`src/rtl/full_ahead_nadder_acc.sv`:
```
// N-operand pipelined adder: 4:2 carry-save tree, registered CPA, then accumulate/output stage.
// Build option: define FAA_SAT_EN for a saturating accumulator; the default build wraps modulo 2^Width.
module full_ahead_nadder_acc #(
    parameter int Width  = 32,
    parameter int NumOps = 8,
    parameter int Stage  = 1
) (
    input  logic                     i_clkp,
    input  logic                     i_rstn,
    input  logic                     i_clr,
    input  logic                     i_vld,
    input  logic                     i_acc,
    input  logic                     i_c,
    input  logic [NumOps*Width-1:0]  i_ops,
    output logic                     o_vld,
    output logic [Width-1:0]         o_d,
    output logic                     o_ovf
);

    localparam int LogN = $clog2(NumOps);
    localparam int IW   = Width + LogN + 1;
    localparam int Lvls = LogN - 1;
    localparam int VW   = NumOps * IW;

    // Two chained 3:2 stages give a 4:2 compression; cin fills the first carry LSB.
    function automatic logic [2*IW-1:0] comp42(input logic [IW-1:0] a, b, c, d,
                                               input logic cin);
        logic [IW-1:0] s1, c1, s2, c2;
        s1 = a ^ b ^ c;
        c1 = (((a & b) | (a & c) | (b & c)) << 1) | IW'(cin);
        s2 = s1 ^ c1 ^ d;
        c2 = ((s1 & c1) | (s1 & d) | (c1 & d)) << 1;
        return {c2, s2};
    endfunction

    logic [VW-1:0] lv_d   [0:Lvls];
    logic          lv_vld [0:Lvls];
    logic          lv_acc [0:Lvls];
    logic [VW-1:0] lv0;

    always_comb begin
        lv0 = '0;
        for (int k = 0; k < NumOps; k++) begin
            lv0[k*IW +: IW] = IW'(i_ops[k*Width +: Width]);
        end
    end

    // A flushed sample never enters the tree.
    assign lv_d[0]   = lv0;
    assign lv_vld[0] = i_vld & ~i_clr;
    assign lv_acc[0] = i_acc;

    for (genvar l = 0; l < Lvls; l++) begin : g_lvl
        localparam int NG = (NumOps >> l) / 4;
        logic [VW-1:0] cmb;
        logic [VW-1:0] q;
        logic          q_vld;
        logic          q_acc;
        logic          unused_hi;

        always_comb begin
            cmb = '0;
            for (int g = 0; g < NG; g++) begin
                {cmb[(2*g+1)*IW +: IW], cmb[2*g*IW +: IW]} =
                    comp42(lv_d[l][(4*g)*IW +: IW], lv_d[l][(4*g+1)*IW +: IW],
                           lv_d[l][(4*g+2)*IW +: IW], lv_d[l][(4*g+3)*IW +: IW],
                           (l == 0 && g == 0) ? i_c : 1'b0);
            end
        end

        if (Stage != 0) begin : g_reg
            always_ff @(posedge i_clkp or negedge i_rstn) begin
                if (!i_rstn) begin
                    q     <= '0;
                    q_vld <= 1'b0;
                    q_acc <= 1'b0;
                end else begin
                    q_vld <= lv_vld[l] & ~i_clr;
                    if (lv_vld[l]) begin
                        q     <= cmb;
                        q_acc <= lv_acc[l];
                    end
                end
            end
        end else begin : g_comb
            assign q     = cmb;
            assign q_vld = lv_vld[l];
            assign q_acc = lv_acc[l];
        end

        assign lv_d[l+1]   = q;
        assign lv_vld[l+1] = q_vld;
        assign lv_acc[l+1] = q_acc;
        // Slots beyond the vectors still alive at the next level carry zeros.
        assign unused_hi   = ^lv_d[l+1][VW-1:(NumOps >> (l+1))*IW];
    end

    logic [IW-1:0] r1_s;
    logic          r1_vld;
    logic          r1_acc;

    always_ff @(posedge i_clkp or negedge i_rstn) begin
        if (!i_rstn) begin
            r1_s   <= '0;
            r1_vld <= 1'b0;
            r1_acc <= 1'b0;
        end else begin
            r1_vld <= lv_vld[Lvls] & ~i_clr;
            if (lv_vld[Lvls]) begin
                r1_s   <= lv_d[Lvls][IW-1:0] + lv_d[Lvls][2*IW-1:IW];
                r1_acc <= lv_acc[Lvls];
            end
        end
    end

    logic [Width-1:0] acc_q;
    logic [IW:0]      t_full;
    logic             t_ovf;
    logic [Width-1:0] t_d;
    logic             t_flag;

    assign t_full = (IW+1)'(r1_s) + (r1_acc ? (IW+1)'(acc_q) : '0);
    assign t_ovf  = |t_full[IW:Width];

`ifdef FAA_SAT_EN
    logic sat_q;
    logic sat_hit;

    // Once saturated, further accumulation keeps the pinned value until a load.
    assign sat_hit = t_ovf | (r1_acc & sat_q);
    assign t_d     = sat_hit ? {Width{1'b1}} : t_full[Width-1:0];
    assign t_flag  = sat_hit;

    always_ff @(posedge i_clkp or negedge i_rstn) begin
        if (!i_rstn) begin
            sat_q <= 1'b0;
        end else if (i_clr) begin
            sat_q <= 1'b0;
        end else if (r1_vld) begin
            sat_q <= sat_hit;
        end
    end
`else
    assign t_d    = t_full[Width-1:0];
    assign t_flag = t_ovf;
`endif

    always_ff @(posedge i_clkp or negedge i_rstn) begin
        if (!i_rstn) begin
            o_vld <= 1'b0;
            o_d   <= '0;
            o_ovf <= 1'b0;
            acc_q <= '0;
        end else if (i_clr) begin
            o_vld <= 1'b0;
            acc_q <= '0;
        end else begin
            o_vld <= r1_vld;
            if (r1_vld) begin
                o_d   <= t_d;
                o_ovf <= t_flag;
                acc_q <= t_d;
            end
        end
    end

endmodule
```
`config.mk`:
```
export PLATFORM = sky130hd
export DESIGN_NAME = full_ahead_nadder_acc
export DESIGN_NICKNAME = d
export VERILOG_FILES = /design/src/rtl/full_ahead_nadder_acc.sv
export SDC_FILE = /design/constraint.sdc
export NUM_CORES = 1
export LEC_CHECK = 0
export ABC_AREA = 1
export CAP_MARGIN = 10
export CORE_MARGIN = 2
export CORE_UTILIZATION = 45
export DETAILED_ROUTE_END_ITERATION = 6
export PLACE_DENSITY = 0.68
export REMOVE_ABC_BUFFERS = 1
export SLEW_MARGIN = 25
export SYNTH_ARGS = -nofsm -noshare
export SYNTH_HDL_FRONTEND = slang
export SYNTH_SLANG_ARGS = --single-unit
```
`constraint.sdc`:
```
create_clock -name i_clkp -period 2.55 [get_ports i_clkp]
set_input_delay 0.765 -clock i_clkp [delete_from_list [all_inputs] [get_ports i_clkp]]
set_output_delay 0.765 -clock i_clkp [all_outputs]
set_load 0.05 [all_outputs]
```
==> reports/results.md, run 1 <==
| Item | This run | Unit |
|:---|:---|:---|
| IO buf count | 295 | - |
| Type of the most critical hold path | in2async | - |
| Utilization of the core after routing | 58.08 | % |
| Most common cell after layout, fill and taps aside | sky130_fd_sc_hd__nand2_1 | - |
| Detailed placer's ending HPWL | 39100 | um |
| Post-Place Setup Slack | -77.22 | ps |
| Endpoint of the lowest-slack register-to-register path | o_ovf | - |
| Number of iterations in the first detailed-routing pass | 5 | - |
| Post-route setup slack | 43.24 | ps |
| Die Footprint | 0.04449 | mm2 |
| CTS tree | yes | - |
| Maximum achievable frequency | 0.3989 | GHz |
| Clock transition at the registers of the reported paths | 60 | ps |
| Fraction of power spent switching nets | 39.74 | % |
| Slack of the worst reg-to-reg path | 130 | ps |
| Overall track demand over capacity in global routing | 22.89 | % |
| Maximum number of pins on one net before global-route repair | 67 | - |
| Adder-Cell Fraction of Synth Area | 24.34 | % |
| Startpoint Class | flip-flop | - |
| Number of diodes | 0 | - |
| Worst skew pair latency | 540 | ps |
| First-pass GRT wire length | 81550 | um |
| FF+latch count, synth | 303 | - |
| Max-capacitance violation count | 0 | - |
| Cell taking the most area after synthesis | sky130_fd_sc_hd__dfrtp_1 | - |
| Final hold violation count | 0 | - |
| Count of pins on the block boundary | 296 | - |
| Setup crit end | o_d[10] | - |
| Fraction of final layout cells sized beyond drive strength 1 | 7.924 | % |
| Crit share post-route | 98.30 | % |
| Final setup violation count | 0 | - |
| Area share of the largest cell type after synthesis | 39.36 | % |
| Iter 0 DRT Violations | 817 | - |
| Number of nets with antenna violations after detailed routing | 0 | - |
| Overflow after GRT | 0 | - |
| Dominant cells by area after synthesis | sky130_fd_sc_hd__dfrtp_1 (39%), sky130_fd_sc_hd__fa_1 (20%), sky130_fd_sc_hd__nand2_1 (20%) | - |
| Launching instance or port of the critical path | o_d[10] | - |
| Max transition margin | 52.18 | % |
| P&R area growth vs syn | 27.03 | % |
| Sequential Power Share | 33.9 | % |
| Dominant register cell in the synthesized netlist | sky130_fd_sc_hd__dfrtp_1 | - |
| Largest driver fanout on the critical path | 2 | - |
| Die H | 210.9 | um |
| Total number of clock tree sinks | 303 | - |
| Yosys cell types | 40 | - |
| Number of DRC violations after detailed routing | 0 | - |
| Vias in the first global route | 16.63k | - |
| Sequential-to-total area share from yosys stat | 39.36 | % |
| CP max-delay cell | sky130_fd_sc_hd__clkdlybuf4s50_1 | - |
| Number of buffers added to fix hold violations after cts | 0 | - |
| Core area | 0.04213 | mm2 |
| Clock network fraction of total power | 23.7 | % |
| Element type at the critical path end | output pin | - |
| Largest family of logic cells by synthesized area | simple AND/OR/NAND/NOR gates | - |
| Ordered cell list for the critical path | clkdlybuf4s50_1 | - |
| Switching component of the power | 8541 | uW |
| EDFF count, synth | 0 | - |
| Synthesized instance count | 2227 | - |
| Xor and xnor fraction of the mapped netlist area | 0.7728 | % |
| GP Congestion | 0.8939 | - |
| Most frequent cells in the layout | sky130_fd_sc_hd__nand2_1 (1002), sky130_fd_sc_hd__dfrtp_1 (302), sky130_fd_sc_hd__clkdlybuf4s50_1 (270), sky130_fd_sc_hd__fa_1 (193), sky130_fd_sc_hd__inv_1 (145) | - |
| Post-synthesis instance area | 0.01927 | mm2 |
| Minimum clock period | 2507 | ps |
| Antenna violations before repair | 1 | - |
| DRT Wirelength | 48760 | um |
| Cell area power density | 878.1 | mW/mm2 |
| Average detailed-routed wire length per instance | 15.60 | um |
| Routed vias/inst | 5.006 | - |
| Number of nets in the layout | 3085 | - |
| Logic depth of the worst register-to-register path | 16 | - |
| Post-synthesis compound-gate area fraction | 6.248 | % |
| Starting Density | 45.73 | % |
| Number of stages on the worst setup path | 1 | - |
| FILL cells | 3794 | - |
| Mux share of post-synthesis cell area | 0 | % |
| Share of total power in combinational logic | 42.5 | % |
| Post-synth ARST share | 100.0 | % |
| Total clock buffers created by CTS | 35 | - |
| Total internal power | 12950 | uW |
| Transition at the pin with the smallest max-transition slack | 717.4 | ps |
| Category of the critical setup timing path | reg2out | - |
| Count of warnings emitted by yosys | 0 | - |
| Master cell of the clock root buffer | sky130_fd_sc_hd__clkbuf_16 | - |
| Number of placement rows | 75 | - |
| Setup Skew | 19.29 | ps |
| Gate family responsible for the most delay along the worst path | buffers and inverters | - |
| Avg Synthesized Cell Area | 8.651 | um2 |
| Arrival time at the worst endpoint | 1740 | ps |
| Bufs and invs on worst path | 1 | - |
| Final count of pins violating max slew | 0 | - |
| H-Tree Level Count | 2 | - |
| Unrepaired setup endpoints after global routing | true | - |
| Bufs on Longest Clock Path | 3 | - |
| Highest cell delay on the worst timing path | 830 | ps |
| Simple-gate area share of the yosys netlist | 25.01 | % |
| Die W | 210.9 | um |
| Leak | 0.01249 | uW |
| CP Data Required Time | 1790 | ps |
| Result of the run | finished clean | - |
| Startpoint of the worst-slack reg-to-reg timing path | r1_acc | - |
| Overall via count from detail_route | 15.65k | - |
| VDD IR-drop max | 0.4210 | mV |
## cell usage after synthesis (8+ instances only)
cell and n:
sky130_fd_sc_hd__a21o_1 11, sky130_fd_sc_hd__a21oi_1 96, sky130_fd_sc_hd__a31oi_1 8, sky130_fd_sc_hd__buf_2 13, sky130_fd_sc_hd__clkbuf_1 43, sky130_fd_sc_hd__dfrtp_1 303, sky130_fd_sc_hd__fa_1 193, sky130_fd_sc_hd__ha_1 66
sky130_fd_sc_hd__inv_1 146, sky130_fd_sc_hd__nand2_1 1008, sky130_fd_sc_hd__nand3_1 61, sky130_fd_sc_hd__nand4_1 9, sky130_fd_sc_hd__nor2_1 89, sky130_fd_sc_hd__nor2_2 9, sky130_fd_sc_hd__nor3_1 10, sky130_fd_sc_hd__o21ai_0 63
sky130_fd_sc_hd__o21ai_1 11, sky130_fd_sc_hd__o21bai_1 8, sky130_fd_sc_hd__or2_2 8, sky130_fd_sc_hd__xnor2_1 12
## metal layers
layer / global-route usage, % / up-vias / routed length, um
met1: 30.80 / 7589 / 21970
met4: 7.115 / 2 / 1263
met3: 2.825 / 77 / 1878
met5: 0 / - / 10
li1: - / 7635 / -
met2: 38.90 / 347 / 23630
## area by class of cell
type,instances,area (um2),area share [%]
Multi-Input combinational cell,1709,10950,44.72
Sequential cell,303,7584,30.99
Timing Repair Buffer,363,3542,14.47
Clock buffer,48,984.7,4.024
Tap cell,539,674.4,2.756
Inverter,152,573.1,2.342
Clock inverter,12,170.2,0.6953
## through the flow
stage / instances / setup TNS [ps] / area (um2) / hold slack [ps] / total power (uW)
global route: 3126 / -422.9 / 24470 / 165.1 / 23210
detailed placement: 3065 / -77.22 / 23230 / 461.8 / 16430
global placement: 3065 / -92.45 / 23230 / 457.1 / 16270
CTS: 3125 / 0 / 24380 / 140.4 / 21640
finish: 3126 / 0 / 24470 / 145.2 / 21490
floorplan: 2164 / -427900 / 19010 / 442.2 / 13110
## power by group through the flow
| stage | clock network, uW | logic, uW | registers, uW |
|---|---|---|---|
| 2_1_floorplan | 0 | 5380 | 7730 |
| 3_5_place_dp | 0 | 9100 | 7330 |
| 4_1_cts | 5210 | 9150 | 7270 |
| 6_report | 5080 | 9130 | 7280 |
| 5_1_grt | 5380 | 10400 | 7470 |
| 3_3_place_gp | 0 | 8980 | 7290 |
## state kept, by name (all words and copies together), names as in the netlist
signal       flops
acc_q           32
g_lvl.q        196
g_lvl.q_acc      2
g_lvl.q_vld      2
o_d             32
o_ovf            1
o_vld            1
r1_acc           1
r1_s            35
r1_vld           1
## cells by family after synthesis
group | Yosys count
simple gates | 1218
xor+xnor | 17
buf+inv | 215
compound gates | 215
fa+ha+maj | 259
flops | 303
## what timing repair did
item | CTS | global route
setup endpoints to repair | 0 | 31
gates resized for setup | 0 | 21
setup buffers | 0 | 1
## worst min-delay path by stage
stage,start,to,slack [ps],cells past startpoint
2_1_floorplan,g_lvl[1].q[0],g_lvl[1].q[0],440,2
3_3_place_gp,g_lvl[1].q[0],g_lvl[1].q[0],460,2
3_5_place_dp,g_lvl[0].q_acc,g_lvl[1].q_acc,460,2
4_1_cts,i_rstn,g_lvl[1].q[43],140,1
5_1_grt,i_rstn,g_lvl[0].q[82],170,1
6_report,i_rstn,g_lvl[0].q[82],150,1
No activity file was read; power rests on OpenSTA's default activity.
==> run 2, diff against run 1 <==
Settings changed: SKIP_LAST_GASP set to 1.
==> reports/results.md, run 2 (synthesis results as in run 1) <==
| Item | This run | Unit | Delta |
|:---|:---|:---|:---|
| Arrival time at the worst endpoint | 1740 | ps | about the same |
| GP Congestion | 0.8939 | - | unchanged |
| Post-route design area | 0.02447 | mm2 | about the same |
| Bufs on Longest Clock Path | 3 | - | unchanged |
| Ordered cell list for the critical path | clkdlybuf4s50_1 | - | unchanged |
| Leak | 0.01249 | uW | about the same |
| Final hold violation count | 0 | - | unchanged |
| Minimum clock period | 2507 | ps | about the same |
| Transition at the pin with the smallest max-transition slack | 717.2 | ps | was 717.4 ps |
| Crit share post-route | 98.30 | % | about the same |
| Fraction of final layout cells sized beyond drive strength 1 | 7.886 | % | was 7.924% |
| CTS tree | yes | - | unchanged |
| DRT Wirelength | 48760 | um | about the same |
| Maximum achievable frequency | 0.3989 | GHz | about the same |
| Largest driver fanout on the critical path | 2 | - | unchanged |
| Multi-input gate area in the final layout | 0.01094 | mm2 | was 0.01095 mm2 |
| Number of placement rows | 75 | - | unchanged |
| Maximum number of pins on one net before global-route repair | 67 | - | unchanged |
| Die Footprint | 0.04449 | mm2 | unchanged |
| Number of diodes | 0 | - | unchanged |
| Element type at the critical path end | output pin | - | unchanged |
| Overall via count from detail_route | 15.65k | - | about the same |
| Highest cell delay on the worst timing path | 830 | ps | about the same |
| Total number of clock tree sinks | 303 | - | unchanged |
| First-pass GRT wire length | 81550 | um | unchanged |
| Detailed placer's ending HPWL | 39100 | um | unchanged |
| Result of the run | finished clean | - | unchanged |
| VDD IR-drop max | 0.4210 | mV | about the same |
| Final setup violation count | 0 | - | unchanged |
| Die H | 210.9 | um | unchanged |
| Vias in the first global route | 16.63k | - | unchanged |
| IO buf count | 295 | - | unchanged |
| CP Data Required Time | 1790 | ps | about the same |
| Average detailed-routed wire length per instance | 15.60 | um | about the same |
| Routed vias/inst | 5.005 | - | was 5.006 |
| Cell area power density | 878.2 | mW/mm2 | was 878.1 mW/mm2 |
| Core area | 0.04213 | mm2 | unchanged |
| Number of DRC violations after detailed routing | 0 | - | unchanged |
| Sequential Power Share | 33.9 | % | about the same |
| Final count of pins violating max slew | 0 | - | unchanged |
| Setup Skew | 19.30 | ps | was 19.29 ps |
| Share of total power in combinational logic | 42.5 | % | about the same |
| Antenna violations before repair | 1 | - | unchanged |
| Type of the most critical hold path | in2async | - | unchanged |
| Bufs and invs on worst path | 1 | - | unchanged |
| Number of nets in the layout | 3085 | - | unchanged |
| Total clock buffers created by CTS | 35 | - | unchanged |
| Area after detailed placement | 0.02323 | mm2 | unchanged |
| Switching component of the power | 8541 | uW | about the same |
| Number of iterations in the first detailed-routing pass | 5 | - | unchanged |
| Largest registers | g_lvl.q x196, r1_s x35 | - | unchanged |
| Fraction of power spent switching nets | 39.74 | % | about the same |
| Unrepaired setup endpoints after global routing | true | - | unchanged |
| Count of pins on the block boundary | 296 | - | unchanged |
| Overall track demand over capacity in global routing | 22.89 | % | unchanged |
| Iter 0 DRT Violations | 814 | - | was 817 |
| Max-capacitance violation count | 0 | - | unchanged |
| Most frequent cells in the layout | sky130_fd_sc_hd__nand2_1 (1003), sky130_fd_sc_hd__dfrtp_1 (302), sky130_fd_sc_hd__clkdlybuf4s50_1 (270), sky130_fd_sc_hd__fa_1 (193), sky130_fd_sc_hd__inv_1 (145) | - | was sky130_fd_sc_hd__nand2_1 (1002), sky130_fd_sc_hd__dfrtp_1 (302), sky130_fd_sc_hd__clkdlybuf4s50_1 (270), sky130_fd_sc_hd__fa_1 (193), sky130_fd_sc_hd__inv_1 (145) |
| Die W | 210.9 | um | unchanged |
| Worst skew pair latency | 540 | ps | about the same |
| Gate family responsible for the most delay along the worst path | buffers and inverters | - | unchanged |
| Number of flip-flops in the largest register | 196 | - | unchanged |
| Max transition margin | 52.19 | % | was 52.18% |
| Master cell of the clock root buffer | sky130_fd_sc_hd__clkbuf_16 | - | unchanged |
| Clock transition at the registers of the reported paths | 60 | ps | about the same |
| Utilization of the core after routing | 58.08 | % | about the same |
| Startpoint Class | flip-flop | - | unchanged |
| FILL cells | 3795 | - | was 3794 |
| Sequential standard cell area | 0.007584 | mm2 | unchanged |
| Overflow after GRT | 0 | - | unchanged |
| Total internal power | 12950 | uW | about the same |
| Most common cell after layout, fill and taps aside | sky130_fd_sc_hd__nand2_1 | - | unchanged |
| Number of nets with antenna violations after detailed routing | 0 | - | unchanged |
| Starting Density | 45.73 | % | unchanged |
| CP max-delay cell | sky130_fd_sc_hd__clkdlybuf4s50_1 | - | unchanged |
| Category of the critical setup timing path | reg2out | - | unchanged |
| H-Tree Level Count | 2 | - | unchanged |
| Post-route worst hold slack | 145.3 | ps | was 145.2 ps |
| Clock network fraction of total power | 23.7 | % | about the same |
| Top register by number of flip-flops | g_lvl.q | - | unchanged |
| P&R area growth vs syn | 27.02 | % | was 27.03% |
==> run 2: layout make-up <==
class	count	area share, %
Inverter	152	2.342
Tap cell	539	2.756
Sequential cell	303	30.99
Clock inverter	12	0.6954
Clock buffer	48	4.024
Timing Repair Buffer	363	14.47
Multi-Input combinational cell	1709	44.72
==> run 2: routing by layer <==
| metal | track usage [%] | share of wire, % |
|---|---|---|
| met1 | 30.80 | 45 |
| met3 | 2.825 | 3.8 |
| met4 | 7.115 | 2.6 |
| met2 | 38.90 | 48 |
| met5 | 0 | 0.021 |
==> run 2: path summary, 6_finish.rpt <==
check / start / end / slack [ps] / cells past startpoint
worst min register to register: g_lvl[1].q[41] / g_lvl[1].q[41] / 480 / 2
worst min-delay path: i_rstn / g_lvl[0].q[82] / 150 / 1
max in group asynchronous: i_rstn / g_lvl[1].q[26] / 1690 / 2
worst max register to register: r1_acc / o_ovf / 110 / 16
min in group i_clkp: g_lvl[1].q[41] / g_lvl[1].q[41] / 480 / 2
worst max-delay path: o_d[10] / o_d[10] / 40 / 1
==> run 2: repair_timing <==
item / in CTS / in global routing
endpoints found under the setup margin: 0 / 31
buffers inserted: 0 / 1
hold buffers: 0 / 0
resized for setup: 0 / 20
==> run 2: power groups by stage <==
stage                     clock network [uW]  logic [uW]  registers, uW
after detailed placement                   0        9100           7330
after CTS                               5210        9150           7270
after global routing                    5380       10400           7470
after global placement                     0        8980           7290
final                                   5080        9130           7280
after floorplan                            0        5380           7730
==> run 2: stage by stage <==
| step | power, uW | setup TNS (ps) | setup slack (ps) | instances |
|---|---|---|---|---|
| 5_1_grt | 23210 | -433.9 | -78.13 | 3126 |
| 3_5_place_dp | 16430 | -77.22 | -77.22 | 3065 |
| 6_report | 21490 | 0 | 43.33 | 3126 |
| 2_1_floorplan | 13110 | -427900 | -3155 | 2164 |
| 3_3_place_gp | 16270 | -92.45 | -90.70 | 3065 |
| 4_1_cts | 21640 | 0 | 7.607 | 3125 |
==> run 3, diff against run 2 <==
Settings changed: GPL_ROUTABILITY_DRIVEN set to 0.
Clock period 2.55 ns to 2.25 ns, I/O delays scaled along.
==> reports/results.md, run 3 (synthesis results as in run 1) <==
| Item | This run | Unit | Delta |
|:---|:---|:---|:---|
| Result of the run | finished with violations | - | was finished clean |
| Violated checks | setup timing | - |  |
| Share of total power in combinational logic | 44.3 | % | was 42.5% |
| Total clock buffers created by CTS | 35 | - | unchanged |
| Routed vias/inst | 5.098 | - | was 5.005 |
| Fin Setup TNS | -1330 | ps | was 0 ps |
| Post-route worst hold slack | 78.60 | ps | was 145.3 ps |
| IO buf count | 295 | - | unchanged |
| Logic depth of the worst register-to-register path | 15 | - | was 16 |
| Number of buffers added to fix hold violations after cts | 0 | - | unchanged |
| Fraction of final layout cells sized beyond drive strength 1 | 16.15 | % | was 7.886% |
| Overall via count from detail_route | 16.19k | - | was 15.65k |
| Bufs and invs on worst path | 4 | - | was 1 |
| Number of diodes | 0 | - | unchanged |
| Post-route setup slack | -150.6 | ps | was 43.33 ps |
| Ordered cell list for the critical path | clkbuf_16 -> nand2_2 -> inv_1 -> ha_4 -> nand2_1 -> inv_1 -> nand2_2 -> a21oi_1 -> nor2_1 -> nand2_4 -> inv_2 -> o21ai_1 -> nand2_1 -> nand3_2 -> nand2_1 | - | was clkdlybuf4s50_1 |
| Type of the most critical hold path | in2async | - | unchanged |
| Top register by number of flip-flops | g_lvl.q | - | unchanged |
| Startpoint of the worst-slack reg-to-reg timing path | r1_acc | - | unchanged |
| Transition at the pin with the smallest max-transition slack | 680.7 | ps | was 717.2 ps |
| Final count of pins violating max slew | 0 | - | unchanged |
| Detailed placer's ending HPWL | 36850 | um | was 39100 um |
| Average detailed-routed wire length per instance | 15.78 | um | was 15.60 um |
| Max transition margin | 54.62 | % | was 52.19% |
| Max-capacitance violation count | 0 | - | unchanged |
| CP max-delay cell | sky130_fd_sc_hd__dfrtp_2 | - | was sky130_fd_sc_hd__clkdlybuf4s50_1 |
| Bufs on Longest Clock Path | 3 | - | unchanged |
| Total number of clock tree sinks | 303 | - | unchanged |
| Maximum number of pins on one net before global-route repair | 74 | - | was 67 |
| CTS tree | yes | - | unchanged |
| Clock network fraction of total power | 23.0 | % | was 23.7% |
| P&R area growth vs syn | 34.26 | % | was 27.02% |
| VDD IR-drop max | 0.6394 | mV | was 0.4210 mV |
| Die H | 210.9 | um | unchanged |
| Area after detailed placement | 0.02344 | mm2 | was 0.02323 mm2 |
| Final hold violation count | 0 | - | unchanged |
| CP Data Required Time | 2660 | ps | was 1790 ps |
| Crit share post-route | 106.7 | % |  |
| Setup Skew | 19.63 | ps | was 19.30 ps |
| Post-layout instance count excluding filler cells | 3176 | - | was 3126 |
| Number of DRC violations after detailed routing | 0 | - | unchanged |
| Leak | 0.01290 | uW | was 0.01249 uW |
| Number of nets in the layout | 3136 | - | was 3085 |
| Unrepaired setup endpoints after global routing | true | - | unchanged |
| Final setup violation count | 27 | - | was 0 |
| Number of placement rows | 75 | - | unchanged |
| Iter 0 DRT Violations | 1199 | - | was 814 |
| DRT Wirelength | 50120 | um | was 48760 um |
| Total internal power | 15430 | uW | was 12950 uW |
| Startpoint Class | flip-flop | - | unchanged |
| Worst skew pair latency | 530 | ps | was 540 ps |
| Most common cell after layout, fill and taps aside | sky130_fd_sc_hd__nand2_1 | - | unchanged |
| Master cell of the clock root buffer | sky130_fd_sc_hd__clkbuf_16 | - | unchanged |
| Fraction of power spent switching nets | 39.78 | % | was 39.74% |
| Post-route design area | 0.02587 | mm2 | was 0.02447 mm2 |
| Arrival time at the worst endpoint | 2810 | ps | was 1740 ps |
| Number of iterations in the first detailed-routing pass | 6 | - | was 5 |
| Number of flip-flops in the largest register | 196 | - | unchanged |
| H-Tree Level Count | 2 | - | unchanged |
| Gate family responsible for the most delay along the worst path | simple AND/OR/NAND/NOR gates | - | was buffers and inverters |
| Endpoint of the lowest-slack register-to-register path | acc_q[24] | - | was o_ovf |
| Post-Place Setup Slack | -268.5 | ps | was -77.22 ps |
| Maximum achievable frequency | 0.4166 | GHz |  |
| Overflow after GRT | 0 | - | unchanged |
| Antenna violations before repair | 0 | - | was 1 |
| Highest cell delay on the worst timing path | 480 | ps | was 830 ps |
| Critical Path Most Common Cell | sky130_fd_sc_hd__nand2_1 | - |  |
| First-pass GRT wire length | 79790 | um | was 81550 um |
| Element type at the critical path end | flip-flop | - | was output pin |
| Placed cells | 3099 | - | was 3065 |
| Number of nets with antenna violations after detailed routing | 0 | - | unchanged |
| Die W | 210.9 | um | unchanged |
| Slack of the worst reg-to-reg path | -150 | ps | was 110 ps |
| Most frequent cells in the layout | sky130_fd_sc_hd__nand2_1 (955), sky130_fd_sc_hd__dfrtp_1 (301), sky130_fd_sc_hd__clkdlybuf4s50_1 (260), sky130_fd_sc_hd__fa_1 (191), sky130_fd_sc_hd__buf_4 (135) | - | was sky130_fd_sc_hd__nand2_1 (1003), sky130_fd_sc_hd__dfrtp_1 (302), sky130_fd_sc_hd__clkdlybuf4s50_1 (270), sky130_fd_sc_hd__fa_1 (193), sky130_fd_sc_hd__inv_1 (145) |
| Launching instance or port of the critical path | r1_acc | - | was o_d[10] |
| Switching component of the power | 10200 | uW | was 8541 uW |
| Category of the critical setup timing path | reg2reg | - | was reg2out |
| Clock transition at the registers of the reported paths | 60 | ps | about the same |
| Cell area power density | 990.8 | mW/mm2 | was 878.2 mW/mm2 |
| Starting Density | 45.73 | % | unchanged |
| Minimum clock period | 2401 | ps |  |
| Largest driver fanout on the critical path | 6 | - | was 2 |
| Sequential Power Share | 32.7 | % | was 33.9% |
| Overall track demand over capacity in global routing | 22.06 | % | was 22.89% |
| Core area | 0.04213 | mm2 | unchanged |
| Vias in the first global route | 16.54k | - | was 16.63k |
| Die Footprint | 0.04449 | mm2 | unchanged |
| Largest registers | g_lvl.q x196, r1_s x35 | - | unchanged |
| Count of pins on the block boundary | 296 | - | unchanged |
-- run 3: cell types whose count changed in the layout (fill, tap and decap cells not counted), sizes merged --
cell / previous run / this run
buf: 92 / 153
clkinv: 8 / 6
dlymetal6s2s: 1 / 0
clkdlybuf4s50: 270 / 260
clkbuf: 48 / 50
-- run 3: power groups by stage --
stage,combinational (uW),clock (uW),sequential (uW)
global placement,10100,0,8250
finish,11400,5890,8390
global route,12700,6240,8590
floorplan,6100,0,8760
CTS,10600,6020,8300
detailed placement,10300,0,8300
-- run 3: cell type report --
type,instances,area [um2]
timing repair buffer,414,3934
inverter,152,578.1
fill,3456,16270
tap,539,674.4
sequential,303,7585
clock buffer,49,1031
multi-input combinational,1709,11910
clock inverter,10,156.4
-- run 3: worst reg2reg max path, stage by stage, from the launching register on --
cell	delay, ps
sky130_fd_sc_hd__dfrtp_2	480
sky130_fd_sc_hd__clkbuf_16	190
sky130_fd_sc_hd__nand2_2	60
sky130_fd_sc_hd__inv_1	60
sky130_fd_sc_hd__ha_4	320
sky130_fd_sc_hd__nand2_1	150
sky130_fd_sc_hd__inv_1	130
sky130_fd_sc_hd__nand2_2	100
sky130_fd_sc_hd__a21oi_1	170
sky130_fd_sc_hd__nor2_1	90
sky130_fd_sc_hd__nand2_4	110
sky130_fd_sc_hd__inv_2	40
sky130_fd_sc_hd__o21ai_1	140
sky130_fd_sc_hd__nand2_1	90
sky130_fd_sc_hd__nand3_2	90
sky130_fd_sc_hd__nand2_1	50
-- run 3: metal layers --
metal / vias to the layer above / global-route usage, % / share of wire (%)
met5: - / 0 / 0
met4: 0 / 6.387 / 3.0
met3: 120 / 2.869 / 5.2
met2: 520 / 36.85 / 48
met1: 7803 / 30.33 / 43
li1: 7747 / - / -
-- run 3: repair_timing --
action	CTS	global route
setup endpoints to repair	37	62
setup buffers	3	14
gates cloned	0	1
pin swaps	10	47
endpoints found under the hold margin	0	0
resized for setup	57	195
-- run 3: per-stage QoR --
| stage | util [%] | total power (uW) |
|---|---|---|
| detailed placement | 55.64 | 18640 |
| floorplan | - | 14850 |
| global placement | 55.64 | 18400 |
| finish | 61.39 | 25630 |
| global route | 61.39 | 27560 |
| CTS | 59.25 | 24910 |
-- run 3: how the worst max path moves through the flow --
stage	depth (start not counted)	endpoint
after floorplan	4	g_lvl[0].q[109]
after global placement	5	g_lvl[0].q[92]
after detailed placement	5	g_lvl[0].q[92]
after CTS	16	o_d[26]
after global routing	12	o_d[28]
final	15	acc_q[24]
